**src/rtl/mem_port_arbiter.sv**
```systemverilog
// Round-robin arbiter and sequencer for the shared main-memory port.
// Requester 0 is the I-cache refill path, requester 1 the D-cache
// refill/write-back path. One transaction is outstanding at a time. A
// watchdog ends a transaction that memory never acknowledges and flags it
// with an error.
module mem_port_arbiter #(
    parameter int ADDR_WIDTH = 32,
    parameter int DATA_WIDTH = 32,
    parameter int TIMEOUT    = 255
) (
    input  logic                  i_clk,
    input  logic                  i_rst,
    input  logic                  i_req0,
    input  logic                  i_req1,
    input  logic [ADDR_WIDTH-1:0] i_addr0,
    input  logic [ADDR_WIDTH-1:0] i_addr1,
    input  logic [DATA_WIDTH-1:0] i_wdata0,
    input  logic [DATA_WIDTH-1:0] i_wdata1,
    input  logic                  i_we0,
    input  logic                  i_we1,
    output logic                  o_done0,
    output logic                  o_done1,
    output logic                  o_err0,
    output logic                  o_err1,
    output logic [DATA_WIDTH-1:0] o_rdata,
    output logic                  o_sel,
    output logic                  o_busy,
    output logic                  o_mem_req,
    output logic [ADDR_WIDTH-1:0] o_mem_addr,
    output logic [DATA_WIDTH-1:0] o_mem_wdata,
    output logic                  o_mem_we,
    input  logic                  i_mem_ack,
    input  logic [DATA_WIDTH-1:0] i_mem_rdata
);

    // The counter must hold TIMEOUT-1. When the watchdog is disabled, it
    // keeps one bit so that the logic stays legal.
    localparam int CNT_W = (TIMEOUT > 0) ? $clog2(TIMEOUT + 1) : 1;

    typedef enum logic [1:0] {
        IDLE = 2'd0,
        BUSY = 2'd1,
        DONE = 2'd2
    } state_t;

    state_t                r_state;
    state_t                w_nextState;
    logic                  r_last;
    logic                  r_sel;
    logic [CNT_W-1:0]      r_cnt;
    logic                  r_memReq;
    logic [ADDR_WIDTH-1:0] r_memAddr;
    logic [DATA_WIDTH-1:0] r_memWdata;
    logic                  r_memWe;
    logic [DATA_WIDTH-1:0] r_rdata;
    logic                  r_done0;
    logic                  r_done1;
    logic                  r_err0;
    logic                  r_err1;

    logic                  w_grant;
    logic                  w_winner;
    logic                  w_ack;
    logic                  w_expire;

    // Next-state logic. An acknowledge has priority over watchdog expiry.
    // The DONE state never grants, so a requester's stale request is not
    // served twice.
    always_comb begin
        w_nextState = r_state;
        w_grant     = 1'b0;
        w_winner    = 1'b0;
        w_ack       = 1'b0;
        w_expire    = 1'b0;
        case (r_state)
            IDLE: begin
                if (i_req0 || i_req1) begin
                    w_grant     = 1'b1;
                    w_winner    = (i_req0 && i_req1) ? ~r_last : i_req1;
                    w_nextState = BUSY;
                end
            end
            BUSY: begin
                if (i_mem_ack) begin
                    w_ack       = 1'b1;
                    w_nextState = DONE;
                end else if ((TIMEOUT != 0) && (r_cnt == CNT_W'(TIMEOUT - 1))) begin
                    w_expire    = 1'b1;
                    w_nextState = DONE;
                end
            end
            DONE: begin
                w_nextState = IDLE;
            end
            default: begin
                w_nextState = IDLE;
            end
        endcase
    end

    // State register.
    always_ff @(posedge i_clk or posedge i_rst) begin
        if (i_rst) begin
            r_state <= IDLE;
        end else begin
            r_state <= w_nextState;
        end
    end

    // Datapath registers. Memory-side outputs are captured on grant and held
    // for the whole transaction. Done and err pulse for the one DONE cycle.
    // Read data persists until the next completion.
    always_ff @(posedge i_clk or posedge i_rst) begin
        if (i_rst) begin
            r_last     <= 1'b1;
            r_sel      <= 1'b0;
            r_cnt      <= '0;
            r_memReq   <= 1'b0;
            r_memAddr  <= '0;
            r_memWdata <= '0;
            r_memWe    <= 1'b0;
            r_rdata    <= '0;
            r_done0    <= 1'b0;
            r_done1    <= 1'b0;
            r_err0     <= 1'b0;
            r_err1     <= 1'b0;
        end else begin
            r_done0 <= 1'b0;
            r_done1 <= 1'b0;
            r_err0  <= 1'b0;
            r_err1  <= 1'b0;
            if (w_grant) begin
                r_sel      <= w_winner;
                r_last     <= w_winner;
                r_memAddr  <= w_winner ? i_addr1  : i_addr0;
                r_memWdata <= w_winner ? i_wdata1 : i_wdata0;
                r_memWe    <= w_winner ? i_we1    : i_we0;
                r_cnt      <= '0;
                r_memReq   <= 1'b1;
            end else if (w_ack) begin
                r_rdata  <= i_mem_rdata;
                r_done0  <= ~r_sel;
                r_done1  <= r_sel;
                r_memReq <= 1'b0;
            end else if (w_expire) begin
                r_rdata  <= '0;
                r_done0  <= ~r_sel;
                r_done1  <= r_sel;
                r_err0   <= ~r_sel;
                r_err1   <= r_sel;
                r_memReq <= 1'b0;
            end else if (r_state == BUSY) begin
                r_cnt <= r_cnt + CNT_W'(1);
            end
        end
    end

    assign o_busy      = (r_state == BUSY);
    assign o_mem_req   = r_memReq;
    assign o_sel       = r_sel;
    assign o_mem_addr  = r_memAddr;
    assign o_mem_wdata = r_memWdata;
    assign o_mem_we    = r_memWe;
    assign o_rdata     = r_rdata;
    assign o_done0     = r_done0;
    assign o_done1     = r_done1;
    assign o_err0      = r_err0;
    assign o_err1      = r_err1;

endmodule

```
**config.mk**
```make
export PLATFORM = sky130hd
export DESIGN_NAME = mem_port_arbiter
export DESIGN_NICKNAME = d
export VERILOG_FILES = /design/src/rtl/mem_port_arbiter.sv
export SDC_FILE = /design/constraint.sdc
export NUM_CORES = 1
export LEC_CHECK = 0
export ABC_CLOCK_PERIOD_IN_PS = 4200
export CORE_UTILIZATION = 44
export DETAILED_ROUTE_END_ITERATION = 6
export HOLD_SLACK_MARGIN = 0.12
export PLACE_DENSITY = 0.87
export RECOVER_POWER = 25
export SYNTH_ARGS = -nofsm -noshare
export SYNTH_HDL_FRONTEND = slang
export SYNTH_SLANG_ARGS = --single-unit
export TNS_END_PERCENT = 20
```
**constraint.sdc**
```tcl
create_clock -name i_clk -period 4.2 [get_ports i_clk]
set_clock_uncertainty 0.1 [all_clocks]
set_input_delay 0.84 -clock i_clk [delete_from_list [all_inputs] [get_ports i_clk]]
set_output_delay 0.84 -clock i_clk [all_outputs]
set_load 0.005 [all_outputs]
```
Word level (Yosys, flattened, before mapping) --
Cells that the tools add are included.
Storage, ports and cells: register bits after elaboration 114, input port bits 167, output and inout bits 104, word-level logic and storage cells 68
Operators by class: add/subtract/negate cells 1, equal/unequal tests 6, multiplexer cells 36, bitwise gates (word level) 3, reductions and logical operators 9
Operators by type and width (count):
- $mux W32 | 4
- $mux W8 | 4
- $mux W1 | 24
- $add A8 B1 Y8 const B | 1
- $eq A8 B8 Y1 const B | 1
- $mux W2 | 3
- $ne A2 B2 Y1 const B | 3
- $pmux W2 S2 | 1
- $reduce_and A2 Y1 | 2
- $reduce_bool A2 Y1 | 2
- $ne A3 B1 Y1 const B | 1
- $not A1 Y1 | 3
- $reduce_and A3 Y1 | 1
- $reduce_bool A3 Y1 | 1
- $eq A2 B1 Y1 const B | 1
- $logic_not A2 Y1 | 1
- $logic_and A1 B1 Y1 | 1
- $logic_or A1 B1 Y1 | 1

Depth between registers and ports, before layout --
Gate-level depths: netlist (run 1).
word-level depth 7, gate-level depth with buffers 6

Worst setup path before layout (run 1) --
Ideal clock, no wire load.
kind input to register, from in i_req0, to reg r_memWdata[10] (netlist: o_mem_wdata[10]), arrival time 1.702 ns, data required time 3.974 ns, path slack 2.272 ns, stages on the path 4, buffers on the path 1, cells stage by stage nor2_4 -> bufbuf_8 -> nor3b_2 -> a221o_1
Between the ends: longest elaborated chain between the ends 5, elaborated cells between the ends (all ways) 8, those cells by class 6 x mux; 2 x reduce/logical
Ends and longest elaborated chain:
- start: declaration | line 13 | input logic i_req0,
- $logic_and A1 B1 Y1 | line 79 | w_winner = (i_req0 && i_req1) ? ~r_last : i_req1;
- $mux W1 | line 79
- $mux W1 | line 77 | if (i_req0 || i_req1) begin
- $mux W1 | line 75 | case (r_state)
- $mux W32 | line 136 | r_memWdata <= w_winner ? i_wdata1 : i_wdata0;
- end signal: assignment | line 136
- end: declaration | line 53 | logic [DATA_WIDTH-1:0] r_memWdata;
Several ways; a longest one is shown, not always the timed one. A chain may end at the register's enable or synchronous reset.

Worst setup path after layout (run 1) --
from reg r_state[1], to out o_busy
Between the ends: longest elaborated chain between the ends 1
Ends and longest elaborated chain:
- start: declaration | line 46 | state_t r_state;
- start signal: assignment | line 106 | r_state <= w_nextState;
- $eq A2 B1 Y1 | line 158 | assign o_busy = (r_state == BUSY);
- end: declaration | line 27 | output logic o_busy,
Every way passes these cells.

==> results.rst, run 1 <==
.. list-table::
   :header-rows: 1

   * - Metric
     - Value
   * - Run status
     - finished, final reports clean
   * - Clock sink count
     - 114
   * - DRT antenna net count
     - 0
   * - Cell with the most instances after synthesis
     - dfrtp_1
   * - Kind of start point of the critical path
     - flop
   * - P_leak
     - 3.876 nW
   * - Post-synth EDFFs
     - 0
   * - Area enclosed by the die boundary
     - 15280 um2
   * - CTS Root Buffer Type
     - clkbuf_16
   * - Number of distinct library cells after synthesis
     - 46
   * - CTS resizes
     - 0
   * - Proportion of synthesized flip-flops having asynchronous set or reset
     - 100.0%
   * - Count of hold buffers inserted by post-cts repair
     - 0
   * - Pin slew with the least headroom to its limit
     - 1.192 ns
   * - Worst-case setup slack after placement
     - 1.258 ns
   * - Placeable core area
     - 14480 um2
   * - Rows
     - 44
   * - Post-Synthesis Net Count
     - 735
   * - Mean post-synth cell area
     - 11.50 um2
   * - Headroom to the max-slew limit
     - 20.51%
   * - Average vias per placed instance
     - 6.007
   * - Top flip-flop cell by instance count after synthesis
     - dfrtp_1
   * - CTS H-tree lvls
     - 4
   * - Area added between synthesis and finish
     - 47.83%
   * - Final cell count without fillers
     - 999
   * - Biggest area consumer among synthesized cells
     - dfrtp_1
   * - Worst reg2reg startpoint
     - r_state[1]
   * - Largest driver fanout on the critical path
     - 37
   * - Unrepaired setup endpoints after global routing
     - no
   * - Depth of the worst hold-timing path
     - 1
   * - Gp weighted congestion
     - 0.7915
   * - Cells after synthesis
     - 566
   * - Worst r2r path cells
     - 4
   * - Hold Path Origin
     - o_mem_addr[16]
   * - Total inserted antenna cells
     - 0
   * - CP arrival
     - 1.91 ns
   * - Maximum capacitance violations
     - 0
   * - Overall Global Routing Usage
     - 26.04%
   * - First-pass detailed-route iteration total
     - 5
   * - Placed standard-cell area
     - 9099 um2
   * - Routed vias
     - 6001
   * - Post-route fraction of the period consumed by the critical path
     - 67.84%
   * - GRT Residual Overflow
     - 0
   * - Number of synthesized register bits
     - 114
   * - Maximum clock frequency
     - 351.0 MHz
   * - Minimum clock period
     - 2.849 ns
   * - Accumulated negative setup slack
     - 0 ns
   * - Die Wd
     - 123.6 um
   * - Synthesis Warnings
     - 0
   * - First-pass GRT wire length
     - 30.62 mm
   * - Setup slack, reg-to-reg
     - 1.77 ns
   * - Biggest area contributors in the synthesized netlist
     - dfrtp_1 43%, nor3b_2 12%, a221o_1 10%
   * - Initial core utilization
     - 44.95%
   * - Final setup fails
     - 0
   * - Layout cells sized above 1
     - 14.11%
   * - Top-Level Pins
     - 271
   * - DRC Markers
     - 0
   * - Final-stage net count
     - 972
   * - Power per cell area
     - 666.4 nW/um2
   * - WP data required
     - 3.26 ns
   * - Cell area after technology mapping
     - 6509 um2
   * - Total chip power
     - 6.412 mW
   * - Least setup slack across all paths after layout
     - 1.351 ns
   * - Chip Height
     - 123.6 um
   * - Insertion delay to the later sink of the worst-skew pair
     - 0.40 ns
   * - Number of hold-slack violations in the final timing report
     - 0
   * - Post-CTS clock slew at the launch and capture registers of the worst setup and hold paths
     - 0.05 ns
   * - Starting DRC count in detailed routing
     - 347
   * - Number of buffers inserted by port buffering
     - 270
   * - CP Class
     - flop to primary output
   * - Number of buffers inserted during clock tree synthesis
     - 17
   * - Final design area excluding fillers
     - 9622 um2
   * - HP Class
     - flop to flop
   * - Share of the synthesized area in the top cell type
     - 43.44%
   * - Endpoint of the lowest-slack register-to-register path
     - o_mem_wdata[19]
   * - Final Routed Wirelength
     - 20.17 mm
   * - CP endpoint kind
     - primary output
   * - Largest net degree at the start of global routing
     - 72
   * - # Post-CTS Setup Buffers
     - 0
   * - Worst hold endpoint
     - o_mem_addr[16]
   * - Fraction of the yosys area taken by sequential cells
     - 43.85%
   * - TritonCTS clock tree
     - yes
   * - Commonest cells in the synthesized netlist
     - 113 x dfrtp_1, 66 x and4_1, 65 x a221o_1
   * - Number of global-route vias before repair
     - 6098
   * - Bufs on Longest Clock Path
     - 2
   * - Worst supply voltage drop on vdd
     - 0.4299 mV
   * - Share of the core filled with cells in the final layout
     - 66.45%
   * - Average wire per cell in the routed design
     - 20.19 um
   * - Post-route worst hold slack
     - 0.4110 ns
   * - Fin. max-slew vios
     - 0
   * - Number of antenna violations at the first check in global routing
     - 0
   * - Number of cells in the design after placement
     - 968
   * - DP Wirelength
     - 13.53 mm
area by class of cell:
type,count,area [um2]
fill,1049,4857
multi-input combinational,381,3174
sequential,114,2854
timing repair buffer,285,2808
clock buffer,21,450.4
tap,184,230.2
clock inverter,10,87.58
inverter,4,17.52
sequential cells by signal (all words and copies together) (netlist names):
signal       cells
o_sel            1
o_err0           1
o_mem_addr      32
o_mem_wdata     32
r_last           1
o_done0          1
r_state          2
r_cnt            8
o_mem_req        1
o_rdata         32
o_mem_we         1
o_done1          1
o_err1           1
layout by cell type, fill, tap and decap left out, drive strengths merged, types with 15 or more instances in the layout:
master and instances:
buf 15, nand2 35, a22oi 32, nor3b 68, nor2b 31, clkdlybuf4s50 268
a221o 65, clkbuf 22, dfrtp 113, and4 66, o21ai 40
worst max-delay path, cell delays in order, from the launching register on:
cell	delay (ns)
dfrtp_1	0.47
nand2b_1	0.14
buf_4	0.36
inv_1	0.08
clkdlybuf4s50_1	0.45
per-layer routing:
metal | vias up | track usage [%] | part of all wire, %
met5 | - | 0 | 0
met2 | 324 | 42.71 | 50
li1 | 2680 | - | -
met4 | 0 | 12.05 | 3.2
met1 | 2954 | 31.32 | 38
met3 | 43 | 7.830 | 8.9
power breakdown:
part           internal (mW)  switching (mW)
Combinational           1.76            1.33
Sequential              1.63           0.382
Clock                  0.821           0.495
logic make-up after synthesis:
kind of cell	after synthesis	synth area share, %
buffers and inverters	71	7.536
AO/OA/AOI/OAI	147	17.99
AND/OR/NAND/NOR	226	29.32
adder cells (fa/ha/maj)	2	0.3844
flip-flops	114	43.85
multiplexers	6	0.9228
worst max path at each step:
stage	from	endpoint	slack, ns
after detailed placement	i_mem_ack	o_rdata[3]	1.26
after global routing	i_rst	o_mem_addr[12]	1.01
after floorplan	i_rst	o_done0	0.25
final	r_state[1]	o_busy	1.35
after global placement	i_mem_ack	o_rdata[9]	1.38
after CTS	r_state[1]	o_busy	1.34
Power figures use the tool's default switching activity.
==> run 2, diff against run 1 <==
Settings changed: ABC_CLOCK_PERIOD_IN_PS 4200 to 2700.
Clock period 4.2 ns to 2.7 ns, I/O delays scaled along.
==> results.rst, run 2 (synthesis results as in run 1) <==
.. list-table::
   :header-rows: 1

   * - Metric
     - Value
   * - HP Class
     - flop to flop
   * - Rows
     - 44 (unchanged)
   * - Least setup slack across all paths after layout
     - 0.4164 ns (-0.9344 ns)
   * - Failing checks
     - capacitance limit, slew limit
   * - Worst hold endpoint
     - o_mem_we
   * - CP endpoint kind
     - flop
   * - Routed vias
     - 5971 (-0.50%)
   * - Met1 GRT Util
     - 31.37% (+0.046 points)
   * - Bufs on Longest Clock Path
     - 2 (unchanged)
   * - Final cell count without fillers
     - 1001 (+0.20%)
   * - Post-CTS clock slew at the launch and capture registers of the worst setup and hold paths
     - 0.05 ns (about the same)
   * - Leading cell type in the layout, fill and taps excluded
     - clkdlybuf4s50_1
   * - Endpoint of the lowest-slack register-to-register path
     - o_rdata[22]
   * - Overall Global Routing Usage
     - 27.12% (+1.1 points)
   * - DP Wirelength
     - 13.69 mm (+1.2%)
   * - Kind of start point of the critical path
     - input port
   * - Fin. max-slew vios
     - 115 (+115)
   * - Worst r2r path cells
     - 3 (-1)
   * - CTS resizes
     - 0 (unchanged)
   * - CP arrival
     - 2.52 ns (+0.61 ns)
   * - Gp weighted congestion
     - 0.8083 (+2.1%)
   * - Chip Height
     - 123.6 um (unchanged)
   * - P_leak
     - 3.916 nW (+1.0%)
   * - Maximum clock frequency
     - 437.9 MHz
   * - Hold Path Origin
     - o_mem_we
   * - Pin slew with the least headroom to its limit
     - 1.572 ns (+0.3798 ns)
   * - Clock sink count
     - 114 (unchanged)
   * - Number of hold-slack violations in the final timing report
     - 0 (unchanged)
   * - Top Usage Layer GRT
     - met2
   * - Number of global-route vias before repair
     - 6036 (-1.0%)
   * - First-pass GRT wire length
     - 31.47 mm (+2.8%)
   * - Minimum clock period
     - 2.284 ns
   * - DRC Markers
     - 0 (unchanged)
   * - CP Class
     - input port to flop
   * - Final setup fails
     - 0 (unchanged)
   * - Initial core utilization
     - 44.95% (unchanged)
   * - Number of antenna violations at the first check in global routing
     - 0 (unchanged)
   * - # Post-CTS Setup Buffers
     - 0 (unchanged)
   * - Top-Level Pins
     - 271 (unchanged)
   * - CTS H-tree lvls
     - 4 (unchanged)
   * - Placeable core area
     - 14480 um2 (unchanged)
   * - Worst reg2reg startpoint
     - r_state[1]
   * - GRT Residual Overflow
     - 0 (unchanged)
   * - Average vias per placed instance
     - 5.965 (-0.70%)
   * - First-pass detailed-route iteration total
     - 5 (unchanged)
   * - Average wire per cell in the routed design
     - 20.65 um (+2.3%)
   * - Total inserted antenna cells
     - 0 (unchanged)
   * - Setup slack, reg-to-reg
     - 0.65 ns (-1.12 ns)
   * - TritonCTS clock tree
     - yes
   * - Insertion delay to the later sink of the worst-skew pair
     - 0.41 ns (about the same)
   * - Largest driver fanout on the critical path
     - 32 (-14%)
   * - Area added between synthesis and finish
     - 49.25%
   * - Accumulated negative setup slack
     - 0 ns (unchanged)
   * - Unrepaired setup endpoints after global routing
     - no
   * - Worst supply voltage drop on vdd
     - 0.6614 mV (+54%)
   * - Number of buffers inserted by port buffering
     - 270 (unchanged)
   * - Final-stage net count
     - 975 (+0.31%)
   * - Fill cell instance count of the final layout
     - 1070 (+2.0%)
   * - Headroom to the max-slew limit
     - -4.805% (-25 points)
   * - Number of buffers inserted during clock tree synthesis
     - 17 (unchanged)
   * - CTS Root Buffer Type
     - clkbuf_16
   * - Run status
     - finished with violations
   * - Depth of the worst hold-timing path
     - 1 (unchanged)
   * - Final Routed Wirelength
     - 20.67 mm (+2.5%)
   * - Largest net degree at the start of global routing
     - 115 (+60%)
   * - WP data required
     - 2.94 ns (-0.32 ns)
   * - Layout cells sized above 1
     - 14.32% (+0.21 points)
   * - Number of cells in the design after placement
     - 971 (+0.31%)
   * - Post-route fraction of the period consumed by the critical path
     - 84.58%
   * - Most frequent cells in the layout
     - 269 x clkdlybuf4s50_1, 113 x dfrtp_1, 66 x and4_1
   * - Area enclosed by the die boundary
     - 15280 um2 (unchanged)
   * - DRT antenna net count
     - 0 (unchanged)
   * - Worst-case setup slack after placement
     - 0.09865 ns (-1.160 ns)
   * - Starting DRC count in detailed routing
     - 356 (+2.6%)
   * - Die Wd
     - 123.6 um (unchanged)
   * - Maximum capacitance violations
     - 1 (+1)
   * - Met3 global-route usage
     - 8.242% (+0.41 points)
   * - Power per cell area
     - 1044 nW/um2 (+57%)
   * - Total chip power
     - 10.14 mW (+58%)
   * - Count of hold buffers inserted by post-cts repair
     - 0 (unchanged)
   * - Met2 track demand over resource in global routing
     - 45.35% (+2.6 points)
run 2: cell types whose count changed in the layout (fill, tap and decap cells not counted), sizes merged:
cell,previous run,this run
buf,15,18
clkbuf,22,27
clkdlybuf4s50,268,269
clkinv,7,2
dlygate4sd3,1,0
inv,4,3
run 2: metal layers:
metal | vias up | routed length [um]
met1 | 2931 | 7982
met2 | 311 | 10160
met5 | - | 0
li1 | 2682 | -
met3 | 47 | 1841
met4 | 0 | 686
run 2: final cells by class:
class	instances	area (um2)	area share, %
clock buffers	26	519.2	5.345
clock inverters	4	47.55	0.4894
inverters	4	18.77	0.1932
multi-input cells	381	3174	32.68
flip-flops and latches	114	2854	29.38
well taps	184	230.2	2.370
repair buffers	288	2870	29.55
run 2: how the worst max path moves through the flow:
stage          startpoint              end  slack, ns
5_1_grt             i_rst  o_mem_wdata[18]       0.24
6_report        i_mem_ack      o_rdata[22]       0.42
3_3_place_gp       i_req0   o_mem_wdata[6]       0.26
4_1_cts        r_state[1]           o_busy       0.44
2_1_floorplan       i_rst          o_done0       0.68
3_5_place_dp    i_mem_ack      o_rdata[20]        0.1
run 2: critical path, stage by stage:
cell,delay (ns)
clkdlybuf4s50_1,0.58
and3b_1,1.00
a22oi_1,0.23
nand2_1,0.15
run 2: through the flow:
stage,hold slack (ns),utilization [%],area (um2)
floorplan,0.3768,-,6513
global placement,0.3939,63.26,9160
detailed placement,0.3999,63.26,9160
CTS,0.4129,67.18,9727
global route,0.4274,67.09,9714
finish,0.4107,67.09,9714
run 2: where the power goes:
part | leakage, nW | switching, mW | internal [mW]
clock network | 0.278 | 0.739 | 1.40
logic | 2.28 | 2.07 | 2.79
registers | 1.36 | 0.611 | 2.53
